## config.mk

```make
export PLATFORM = sky130hd
export DESIGN_NAME = muldiv_seq
export DESIGN_NICKNAME = d
export VERILOG_FILES = /design/src/rtl/muldiv_seq.sv
export SDC_FILE = /design/constraint.sdc
export NUM_CORES = 1
export LEC_CHECK = 0
export BUFFER_PORTS_ARGS = -buffer_cell sky130_fd_sc_hd__clkbuf_2
export CAP_MARGIN = 40
export CORE_MARGIN = 1.5
export CORE_UTILIZATION = 65
export CTS_CLUSTER_SIZE = 14
export DETAILED_ROUTE_END_ITERATION = 10
export GPL_TIMING_DRIVEN = 0
export PLACE_DENSITY_LB_ADDON = 0.25
export REMOVE_ABC_BUFFERS = 1
export SYNTH_ARGS = -nofsm -noshare
export SYNTH_HDL_FRONTEND = slang
export SYNTH_SLANG_ARGS = --single-unit
```

## constraint.sdc

```tcl
create_clock -name cpu_clk -period 8.4 [get_ports cpu_clk]
set_input_delay 0.84 -clock cpu_clk [delete_from_list [all_inputs] [get_ports cpu_clk]]
set_output_delay 0.84 -clock cpu_clk [all_outputs]
set_load 0.005 [all_outputs]
```

## src/rtl/muldiv_seq.sv

```systemverilog
// Iterative 32-bit multiply/divide sequencer for the LA32R EX stage.
// A single shared shift/add-subtract datapath handles mul.w, mulh.w[u], div.w[u] and mod.w[u].
module muldiv_seq #(
  parameter int XLEN  = 32,
  parameter int CNT_W = 5
) (
  input  logic            cpu_clk,
  input  logic            cpu_rst,
  input  logic            start,
  input  logic [2:0]      md_op,
  input  logic [XLEN-1:0] src_a,
  input  logic [XLEN-1:0] src_b,
  input  logic            flush,
  input  logic            ack,
  output logic            stall_req,
  output logic            busy,
  output logic            done,
  output logic [XLEN-1:0] result
);

  localparam logic [2:0] S_IDLE  = 3'd0;
  localparam logic [2:0] S_PREP  = 3'd1;
  localparam logic [2:0] S_CALC  = 3'd2;
  localparam logic [2:0] S_FIXUP = 3'd3;
  localparam logic [2:0] S_DONE  = 3'd4;

  localparam logic [2:0] OP_MUL_W   = 3'd0;
  localparam logic [2:0] OP_MULH_W  = 3'd1;
  localparam logic [2:0] OP_MULH_WU = 3'd2;
  localparam logic [2:0] OP_DIV_W   = 3'd3;
  localparam logic [2:0] OP_MOD_W   = 3'd4;
  localparam logic [2:0] OP_DIV_WU  = 3'd5;
  localparam logic [2:0] OP_MOD_WU  = 3'd6;
  localparam logic [2:0] OP_RSVD    = 3'd7;

  localparam logic [CNT_W-1:0] CNT_LAST = CNT_W'(XLEN - 1);

  logic [2:0]        state;
  logic [CNT_W-1:0]  cnt;
  logic [2:0]        op_q;
  logic [XLEN-1:0]   a_q;
  logic [XLEN-1:0]   b_q;
  logic [2*XLEN-1:0] acc;
  logic              neg_a;
  logic              neg_b;

  logic              is_div;
  logic              is_signed;
  logic              div_zero;
  logic              accept;
  logic [XLEN-1:0]   mag_a;
  logic [XLEN-1:0]   mag_b;
  logic [XLEN+1:0]   alu_x;
  logic [XLEN+1:0]   alu_y;
  logic [XLEN+1:0]   alu_sum;
  logic [2*XLEN-1:0] step_acc;
  logic [2*XLEN-1:0] prod_neg;
  logic [XLEN-1:0]   quo;
  logic [XLEN-1:0]   rem;
  logic [XLEN-1:0]   fix_result;

  assign is_div    = (op_q >= OP_DIV_W) && (op_q != OP_RSVD);
  assign is_signed = (op_q == OP_MULH_W) || (op_q == OP_DIV_W) || (op_q == OP_MOD_W);
  assign div_zero  = is_div && (b_q == '0);
  assign accept    = (state == S_IDLE) && start && (md_op != OP_RSVD) && !flush;
  assign mag_a     = (is_signed && a_q[XLEN-1]) ? -a_q : a_q;
  assign mag_b     = (is_signed && b_q[XLEN-1]) ? -b_q : b_q;

  // Multiply adds the multiplicand into the high half then shifts right;
  // divide shifts the remainder left and does a restoring trial subtract.
  // NOTE: every signal written in always_comb gets a default first so no latch is inferred.
  always_comb begin
    alu_x    = '0;
    alu_y    = '0;
    alu_sum  = '0;
    step_acc = acc;
    if (is_div) begin
      alu_x    = {1'b0, acc[2*XLEN-1:XLEN-1]};
      alu_y    = {2'b00, b_q};
      alu_sum  = alu_x - alu_y;
      step_acc = {alu_sum[XLEN+1] ? acc[2*XLEN-2:XLEN-1] : alu_sum[XLEN-1:0],
                  acc[XLEN-2:0], ~alu_sum[XLEN+1]};
    end else begin
      alu_x    = {2'b00, acc[2*XLEN-1:XLEN]};
      alu_y    = acc[0] ? {2'b00, b_q} : '0;
      alu_sum  = alu_x + alu_y;
      step_acc = {alu_sum[XLEN:0], acc[XLEN-1:1]};
    end
  end

  assign prod_neg = -acc;
  assign quo      = acc[XLEN-1:0];
  assign rem      = acc[2*XLEN-1:XLEN];

  // Sign flags are only set for signed ops, so unsigned ops fall through uncorrected.
  always_comb begin
    fix_result = '0;
    case (op_q)
      OP_MUL_W:   fix_result = acc[XLEN-1:0];
      OP_MULH_W:  fix_result = (neg_a ^ neg_b) ? prod_neg[2*XLEN-1:XLEN] : rem;
      OP_MULH_WU: fix_result = rem;
      OP_DIV_W, OP_DIV_WU:
        fix_result = div_zero ? '1 : ((neg_a ^ neg_b) ? -quo : quo);
      OP_MOD_W, OP_MOD_WU:
        fix_result = div_zero ? a_q : (neg_a ? -rem : rem);
      default:    fix_result = '0;
    endcase
  end

  // NOTE: sequential state uses non-blocking assignments only, so every flop samples pre-edge values.
  always_ff @(posedge cpu_clk) begin
    if (cpu_rst) begin
      state  <= S_IDLE;
      cnt    <= '0;
      result <= '0;
    end else if (flush) begin
      state <= S_IDLE;
    end else begin
      case (state)
        S_IDLE:  if (start && (md_op != OP_RSVD)) state <= S_PREP;
        S_PREP: begin
          cnt   <= '0;
          state <= div_zero ? S_FIXUP : S_CALC;
        end
        S_CALC: begin
          cnt <= cnt + CNT_W'(1);
          if (cnt == CNT_LAST) state <= S_FIXUP;
        end
        S_FIXUP: begin
          result <= fix_result;
          state  <= S_DONE;
        end
        S_DONE:  if (ack) state <= S_IDLE;
        default: state <= S_IDLE;
      endcase
    end
  end

  // NOTE: datapath registers carry no reset; each is loaded in IDLE/PREP before it is ever read.
  always_ff @(posedge cpu_clk) begin
    case (state)
      S_IDLE: begin
        op_q <= md_op;
        a_q  <= src_a;
        b_q  <= src_b;
      end
      S_PREP: begin
        acc   <= {{XLEN{1'b0}}, mag_a};
        b_q   <= mag_b;
        neg_a <= is_signed && a_q[XLEN-1];
        neg_b <= is_signed && b_q[XLEN-1];
      end
      S_CALC:  acc <= step_acc;
      default: ;
    endcase
  end

  assign stall_req = !cpu_rst &&
                     (accept || (state == S_PREP) || (state == S_CALC) || (state == S_FIXUP));
  assign busy      = (state != S_IDLE);
  assign done      = (state == S_DONE);

endmodule

```

==> results of run 1 <==
==> final timing paths <==
check / startpoint / endpoint / slack, ns / cells after the start
worst min register to register: cnt[2] / cnt[2] / 0.52 / 2
worst max-delay path: acc[0] / acc[59] / 3.84 / 12
worst max register to register: acc[0] / acc[59] / 3.84 / 12
worst min-delay path: cnt[2] / cnt[2] / 0.52 / 2
==> state kept, by name, summed over array words and instances (netlist names) <==
signal  cells
cnt         5
op_q        3
neg_b       1
acc        64
neg_a       1
result     32
state       3
a_q        32
b_q        32
==> cells in the final DEF (no fill, tap or decap), types with 17 or more instances in the layout <==
cell,n
sky130_fd_sc_hd__nand2_1,209
sky130_fd_sc_hd__nor2_1,174
sky130_fd_sc_hd__a21oi_1,161
sky130_fd_sc_hd__o21ai_0,134
sky130_fd_sc_hd__edfxtp_1,133
sky130_fd_sc_hd__xnor2_1,112
sky130_fd_sc_hd__clkbuf_2,106
sky130_fd_sc_hd__xor2_1,71
sky130_fd_sc_hd__ha_1,70
sky130_fd_sc_hd__inv_1,67
sky130_fd_sc_hd__a211oi_1,54
sky130_fd_sc_hd__a31oi_1,46
sky130_fd_sc_hd__nor3_1,46
sky130_fd_sc_hd__a21o_1,43
sky130_fd_sc_hd__dfxtp_1,40
sky130_fd_sc_hd__nand3_1,34
sky130_fd_sc_hd__or3_1,30
sky130_fd_sc_hd__and3_1,26
sky130_fd_sc_hd__o31ai_1,24
sky130_fd_sc_hd__mux2i_1,22
sky130_fd_sc_hd__o211ai_1,22
sky130_fd_sc_hd__nor4_1,22
sky130_fd_sc_hd__or4_1,20
sky130_fd_sc_hd__nand2b_1,17
sky130_fd_sc_hd__a222oi_1,17
sky130_fd_sc_hd__clkbuf_16,17
==> metal layers <==
layer	GRT usage	part of all wire	up-vias
met1	0.5797	0.40	7520
li1	-	-	7243
met2	0.6406	0.43	1180
met4	0.2020	0.047	0
met5	0	0	-
met3	0.09855	0.12	204
==> area by class of cell <==
class | count | area (um2)
clock buffers | 17 | 425.4
flip-flops and latches | 173 | 4795
well taps | 319 | 399.1
inverters | 69 | 259.0
clock inverters | 15 | 198.9
fillers | 1866 | 6231
multi-input cells | 1567 | 10130
repair buffers | 138 | 1109
==> critical path: cells and delay by family (launching register included) <==
kind            cells  cell delay, ns
mux                 1            0.18
simple gates        2            0.60
flops               1            0.51
fa+ha+maj           1            0.27
buf+inv             2            0.83
compound gates      6            1.95
==> through the flow <==
| step | power [mW] | instances | hold slack, ns |
|---|---|---|---|
| floorplan | 1.595 | 1809 | 0.4597 |
| global placement | 1.797 | 2234 | 0.4871 |
| CTS | 2.718 | 2298 | 0.5123 |
| finish | 2.759 | 2298 | 0.5157 |
| global route | 2.846 | 2298 | 0.5421 |
| detailed placement | 1.849 | 2266 | 0.4996 |
==> report_power, final <==
| part | internal (mW) | switching, mW | total, mW |
|---|---|---|---|
| logic | 0.321 | 0.485 | 0.806 |
| registers | 0.982 | 0.0815 | 1.06 |
| clock network | 0.458 | 0.432 | 0.890 |
==> cells by family (layout without fill, tap and decap cells) <==
| logic type | Yosys count | count (layout) | share of synthesized area |
|---|---|---|---|
| AND/OR/NAND/NOR | 657 | 657 | 0.1999 |
| multiplexers | 26 | 26 | 0.01700 |
| AO/OA/AOI/OAI | 625 | 625 | 0.2609 |
| flip-flops | 173 | 173 | 0.3073 |
| buffers and inverters | 208 | 239 | 0.05116 |
| XOR/XNOR | 187 | 187 | 0.1050 |
| adder cells (fa/ha/maj) | 72 | 72 | 0.05870 |
==> flow_results.xml, run 1 <==
<?xml version="1.0" encoding="UTF-8"?>
<metrics>
  <group name="clock_network">
    <metric name="clk_pin_slew" unit="ns">0.08</metric>
    <metric name="cts_post_setup_buffers_inserted" unit="">0</metric>
    <metric name="tritoncts_num_sinks" unit="">173</metric>
    <metric name="h-tree-depth" unit="">4</metric>
    <metric name="postCtsResizedCells" unit="">0</metric>
    <metric name="cts_buffers" unit="">17</metric>
    <metric name="tritoncts" unit="">done</metric>
    <metric name="hold_buffers" unit="">0</metric>
    <metric name="cts-root-to-sink-buffers" unit="">2</metric>
    <metric name="clock-root-buffer" unit="">sky130_fd_sc_hd__clkbuf_16</metric>
    <metric name="clkLatencyLatePin" unit="ns">0.46</metric>
  </group>
  <group name="timing">
    <metric name="period_share" unit="">0.5427</metric>
    <metric name="setup_repair_after_global_routing_missed_its_margin" unit="">false</metric>
    <metric name="skew" unit="ns">0.01654</metric>
    <metric name="setup_viol" unit="">0</metric>
    <metric name="worst_pin_slew" unit="ns">0.9772</metric>
    <metric name="worst_slew_margin" unit="">0.3430</metric>
    <metric name="timing.setup.tns" unit="ns">0</metric>
    <metric name="max_clock_freq" unit="GHz">0.2194</metric>
    <metric name="fin_crit" unit="ns">4.559</metric>
    <metric name="timing_max_transition_violations_final" unit="">0</metric>
    <metric name="final-hold-violation-count" unit="">0</metric>
    <metric name="timing.final.ws_setup" unit="ns">3.841</metric>
  </group>
  <group name="placement">
    <metric name="port-buffer-count" unit="">106</metric>
    <metric name="placement.setup.worst_slack" unit="ns">4.045</metric>
    <metric name="placedInstanceArea" unit="um2">16690</metric>
    <metric name="routabilityCongestion" unit="">1.012</metric>
    <metric name="dp_hpwl" unit="um">37940</metric>
  </group>
  <group name="synthesis">
    <metric name="synthMostInstantiatedCell" unit="">sky130_fd_sc_hd__nand2_1</metric>
    <metric name="synthTopCellsByArea" unit="">sky130_fd_sc_hd__edfxtp_1, sky130_fd_sc_hd__xnor2_1, sky130_fd_sc_hd__ha_1</metric>
    <metric name="synth_commonest_cells" unit="">sky130_fd_sc_hd__nand2_1, sky130_fd_sc_hd__nor2_1, sky130_fd_sc_hd__a21oi_1</metric>
    <metric name="number_of_flops_mapped_to_enable_cells_by_yosys" unit="">133</metric>
    <metric name="synth.largest_area_cell" unit="">sky130_fd_sc_hd__edfxtp_1</metric>
    <metric name="post_synth_num_cell_types" unit="">73</metric>
    <metric name="synthesis.yosys.warnings" unit="">0</metric>
    <metric name="synthesis.area_per_instance" unit="um2">8.009</metric>
    <metric name="synth.yosys.seq_area_share" unit="">0.3073</metric>
    <metric name="synthesis.instances" unit="">1948</metric>
    <metric name="synth.top_cell.area_share" unit="">0.2560</metric>
    <metric name="synthesis.area" unit="um2">15600</metric>
    <metric name="flip_flop_and_latch_count_after_synthesis" unit="">173</metric>
    <metric name="asyncSetResetFlopFracSynth" unit="">0</metric>
    <metric name="synth_ff_type" unit="">sky130_fd_sc_hd__edfxtp_1</metric>
  </group>
  <group name="power_and_ir_drop">
    <metric name="ir_drop" unit="mV">0.1642</metric>
    <metric name="power.static_leakage" unit="nW">6.870</metric>
    <metric name="cellPowerDensity" unit="nW/um2">159.4</metric>
  </group>
  <group name="floorplanning">
    <metric name="design.portCount" unit="">107</metric>
    <metric name="die-area" unit="um2">24940</metric>
    <metric name="die_width" unit="um">157.9</metric>
    <metric name="start_util" unit="">0.6627</metric>
    <metric name="die-height" unit="um">157.9</metric>
    <metric name="coreArea" unit="um2">23540</metric>
    <metric name="fp-row-count" unit="">56</metric>
  </group>
  <group name="cells_and_area">
    <metric name="fin_nets" unit="">2110</metric>
    <metric name="final_core_util" unit="">0.7353</metric>
    <metric name="antenna-diode-count" unit="">0</metric>
    <metric name="area_delta_synth_final" unit="%">10.95</metric>
    <metric name="post_route_cell_area" unit="um2">17310</metric>
    <metric name="layout-drive-gt1-share" unit="">0.1061</metric>
  </group>
  <group name="detailed_routing">
    <metric name="vias_per_cell" unit="">7.027</metric>
    <metric name="drt_iter0_markers" unit="">2602</metric>
    <metric name="wl_per_cell" unit="um">22.93</metric>
    <metric name="routed-via-count" unit="">16150</metric>
    <metric name="detail_route.drc_violations" unit="">0</metric>
    <metric name="finalWirelength" unit="um">52690</metric>
    <metric name="final_antenna_net_count" unit="">0</metric>
    <metric name="detail_route.first_pass.iterations" unit="">7</metric>
  </group>
  <group name="worst_setup_path">
    <metric name="worst_path_max_delay_cell" unit="">sky130_fd_sc_hd__o31ai_1</metric>
    <metric name="crit_path_end_kind" unit="">flop</metric>
    <metric name="arrival" unit="ns">4.80</metric>
    <metric name="critical_path_class" unit="">flop to flop</metric>
    <metric name="critPathRequiredTime" unit="ns">8.64</metric>
    <metric name="worstPathCellList" unit="">clkinv_1 -&gt; buf_16 -&gt; nor2_1 -&gt; fa_1 -&gt; a21o_1 -&gt; a21oi_1 -&gt; o31ai_1 -&gt; a2111oi_0 -&gt; nor2_1 -&gt; a21oi_1 -&gt; mux2i_1 -&gt; a211oi_1</metric>
    <metric name="slowest_stage_delay_cp" unit="ns">0.85</metric>
    <metric name="timing.critical_path.fanout_max" unit="">25</metric>
    <metric name="critical_path.startpoint_type" unit="">flop</metric>
  </group>
  <group name="min_path">
    <metric name="timing.hold.worst.class" unit="">flop to flop</metric>
  </group>
  <group name="global_route">
    <metric name="antenna_found_initial" unit="">0</metric>
    <metric name="grt_start_max_net_pins" unit="">51</metric>
    <metric name="first_global_vias" unit="">14900</metric>
    <metric name="track_usage" unit="">0.4265</metric>
    <metric name="grt_first_pass_wirelength" unit="um">82020</metric>
    <metric name="overflow" unit="">0</metric>
  </group>
  <group name="flow_run">
    <metric name="timing.max_cap.violations" unit="">0</metric>
  </group>
  <group name="outcome">
    <metric name="outcome" unit="">complete, no violations</metric>
  </group>
</metrics>
(Power assumes the default switching activity.)
==> run 2: changes to the inputs <==
- CORE_UTILIZATION: 65 -> 57
- clock period: 8.4 -> 3.79 ns (I/O delays scaled with it)
==> flow_results.xml, run 2 (synthesis results as in run 1) <==
<?xml version="1.0" encoding="UTF-8"?>
<metrics>
  <group name="cells_and_area">
    <metric name="largest_register_by_flop_count" unit="">acc</metric>
    <metric name="layout.cells.most_common_list" unit="">sky130_fd_sc_hd__nand2_1, sky130_fd_sc_hd__nor2_1, sky130_fd_sc_hd__a21oi_1</metric>
    <metric name="largest_register_ff_count" unit="">64</metric>
    <metric name="final_common_cell" unit="">sky130_fd_sc_hd__nand2_1</metric>
    <metric name="antenna-diode-count" unit="">0</metric>
    <metric name="layout-drive-gt1-share" unit="">0.1261</metric>
    <metric name="fin_nets" unit="">2130</metric>
    <metric name="area_delta_synth_final" unit="%">12.29</metric>
    <metric name="nFillCells" unit="">2300</metric>
  </group>
  <group name="detailed_routing">
    <metric name="finalWirelength" unit="um">52690</metric>
    <metric name="detail_route.drc_violations" unit="">0</metric>
    <metric name="wl_per_cell" unit="um">22.52</metric>
    <metric name="drt_iter0_markers" unit="">2342</metric>
    <metric name="vias_per_cell" unit="">6.871</metric>
    <metric name="routed-via-count" unit="">16080</metric>
    <metric name="final_antenna_net_count" unit="">0</metric>
    <metric name="detail_route.first_pass.iterations" unit="">8</metric>
  </group>
  <group name="power_and_ir_drop">
    <metric name="cellInternalPower" unit="mW">3.878</metric>
    <metric name="finalPower" unit="mW">5.989</metric>
    <metric name="share_clk_of_total_power" unit="">0.304</metric>
    <metric name="power_switching" unit="mW">2.112</metric>
    <metric name="power_switching_share" unit="">0.3526</metric>
    <metric name="cellPowerDensity" unit="nW/um2">341.9</metric>
    <metric name="power.static_leakage" unit="nW">6.924</metric>
    <metric name="share_of_total_power_in_sequential_cells" unit="">0.393</metric>
    <metric name="power_frac_comb" unit="">0.304</metric>
    <metric name="ir_drop" unit="mV">0.3459</metric>
  </group>
  <group name="timing">
    <metric name="worst_pin_slew" unit="ns">1.028</metric>
    <metric name="max_clock_freq" unit="GHz">0.2675</metric>
    <metric name="setup_viol" unit="">0</metric>
    <metric name="worst_slew_margin" unit="">0.3117</metric>
    <metric name="final-hold-violation-count" unit="">0</metric>
    <metric name="period_share" unit="">0.9864</metric>
    <metric name="timing_max_transition_violations_final" unit="">0</metric>
    <metric name="fin_crit" unit="ns">3.739</metric>
    <metric name="skew" unit="ns">0.01298</metric>
    <metric name="hold_ws" unit="ns">0.09620</metric>
    <metric name="setup_repair_after_global_routing_missed_its_margin" unit="">true</metric>
  </group>
  <group name="global_route">
    <metric name="antenna_found_initial" unit="">0</metric>
    <metric name="grt_first_pass_wirelength" unit="um">81630</metric>
    <metric name="track_usage" unit="">0.3654</metric>
    <metric name="grt_start_max_net_pins" unit="">57</metric>
    <metric name="first_global_vias" unit="">14840</metric>
    <metric name="overflow" unit="">0</metric>
  </group>
  <group name="min_path">
    <metric name="min_delay_path_depth" unit="">1</metric>
    <metric name="timing.hold.worst.class" unit="">primary input to flop</metric>
  </group>
  <group name="worst_setup_path">
    <metric name="crit_path_end_kind" unit="">flop</metric>
    <metric name="arrival" unit="ns">4.10</metric>
    <metric name="critical_path.startpoint_type" unit="">flop</metric>
    <metric name="timing.critical_path.max_delay_family" unit="">simple AND/OR/NAND/NOR gates</metric>
    <metric name="slowest_stage_delay_cp" unit="ns">0.65</metric>
    <metric name="worstPathBufferInverterCount" unit="">1</metric>
    <metric name="worstPathCellList" unit="">nand3b_1 -&gt; or2_2 -&gt; a31oi_4 -&gt; buf_8 -&gt; nand2b_1 -&gt; nor2_2 -&gt; a32o_1 -&gt; a311oi_1 -&gt; o211ai_1</metric>
    <metric name="worst_path_max_delay_cell" unit="">sky130_fd_sc_hd__or2_2</metric>
    <metric name="r2r_cells" unit="">9</metric>
    <metric name="timing.critical_path.fanout_max" unit="">38</metric>
    <metric name="critPathRequiredTime" unit="ns">4.15</metric>
    <metric name="critical_path_class" unit="">flop to flop</metric>
    <metric name="worstSetupPathDepth" unit="">9</metric>
    <metric name="reg_to_reg_slack_setup" unit="ns">0.05</metric>
  </group>
  <group name="clock_network">
    <metric name="clk_pin_slew" unit="ns">0.07</metric>
    <metric name="h-tree-depth" unit="">4</metric>
    <metric name="clock-root-buffer" unit="">sky130_fd_sc_hd__clkbuf_16</metric>
    <metric name="tritoncts_num_sinks" unit="">173</metric>
    <metric name="cts-root-to-sink-buffers" unit="">2</metric>
    <metric name="clkLatencyLatePin" unit="ns">0.46</metric>
    <metric name="tritoncts" unit="">done</metric>
    <metric name="cts_buffers" unit="">17</metric>
  </group>
  <group name="placement">
    <metric name="dp_hpwl" unit="um">37740</metric>
    <metric name="port-buffer-count" unit="">106</metric>
    <metric name="routabilityCongestion" unit="">0.9643</metric>
  </group>
  <group name="floorplanning">
    <metric name="die-height" unit="um">168.4</metric>
    <metric name="die_width" unit="um">168.4</metric>
    <metric name="design.portCount" unit="">107</metric>
    <metric name="coreArea" unit="um2">26880</metric>
    <metric name="start_util" unit="">0.5805</metric>
    <metric name="fp-row-count" unit="">60</metric>
    <metric name="die-area" unit="um2">28370</metric>
  </group>
  <group name="outcome">
    <metric name="outcome" unit="">complete, no violations</metric>
  </group>
  <group name="flow_run">
    <metric name="timing.max_cap.violations" unit="">0</metric>
  </group>
</metrics>
run 2: changes by cell type in the layout (fill, tap and decap cells not counted), moves of 3 or more:
cell and change:
sky130_fd_sc_hd__buf_4 +18, sky130_fd_sc_hd__inv_8 -6, sky130_fd_sc_hd__buf_16 -4, sky130_fd_sc_hd__clkinv_4 +4, sky130_fd_sc_hd__clkinv_2 +3, sky130_fd_sc_hd__clkinvlp_4 +3, sky130_fd_sc_hd__ha_1 -3, sky130_fd_sc_hd__ha_2 +3
sky130_fd_sc_hd__o21ai_0 -3
run 2: what timing repair did:
action / in CTS / in global routing
gates cloned: 1 / 0
resized for setup: 16 / 18
pin swaps: 1 / 2
hold buffers: 0 / 0
setup endpoints to repair: 66 / 64
setup buffers: 1 / 18
run 2: power by group through the flow:
stage / clock, mW / combinational (mW) / sequential, mW
6_report: 1.82 / 1.82 / 2.35
5_1_grt: 1.87 / 1.98 / 2.36
4_1_cts: 1.81 / 1.73 / 2.35
3_5_place_dp: 0 / 1.70 / 2.39
3_3_place_gp: 0 / 1.60 / 2.40
2_1_floorplan: 0 / 1.21 / 2.33
run 2: worst register-to-register path: cells and delay by family (launching register included):
kind            cells  cell delay (ns)
flops               1             0.58
simple gates        4             1.82
compound gates      4             1.03
buf+inv             1             0.24
run 2: worst paths after layout:
path / end / from
worst min register to register: cnt[2] / cnt[2]
worst max-delay path: result[29] / state[0]
worst max register to register: result[29] / state[0]
worst min-delay path: a_q[17] / src_a[17]
run 2: metrics by stage:
stage	utilization	worst slack (ns)	instance area (um2)	cells	TNS (ns)
finish	0.6519	0.05137	17520	2340	0
global route	0.6519	-0.04324	17520	2340	-0.07230
CTS	0.6444	0.001456	17320	2322	0
detailed placement	0.6206	-0.6443	16680	2288	-18.25
global placement	0.5961	-4.191	16020	2256	-495.19
floorplan	-	-1.203	15060	1809	-45.81
run 2: routing by layer:
layer,global-route usage,vias to the layer above,routed length (um)
li1,-,7262,-
met1,0.5037,7519,21450
met2,0.5461,1105,22640
met3,0.08251,193,6261
met4,0.1661,0,2339
met5,0,-,0
run 2: area by class of cell:
cell class              instances  area, um2  area share
repair buffers                157       1215     0.06935
clock buffers                  18      429.2     0.02450
well taps                     341      426.7     0.02435
repair inverters                1      5.005   0.0002857
clock inverters                14      146.4    0.008356
inverters                      69      267.8     0.01528
multi-input cells            1567      10230      0.5842
flip-flops and latches        173       4795      0.2737
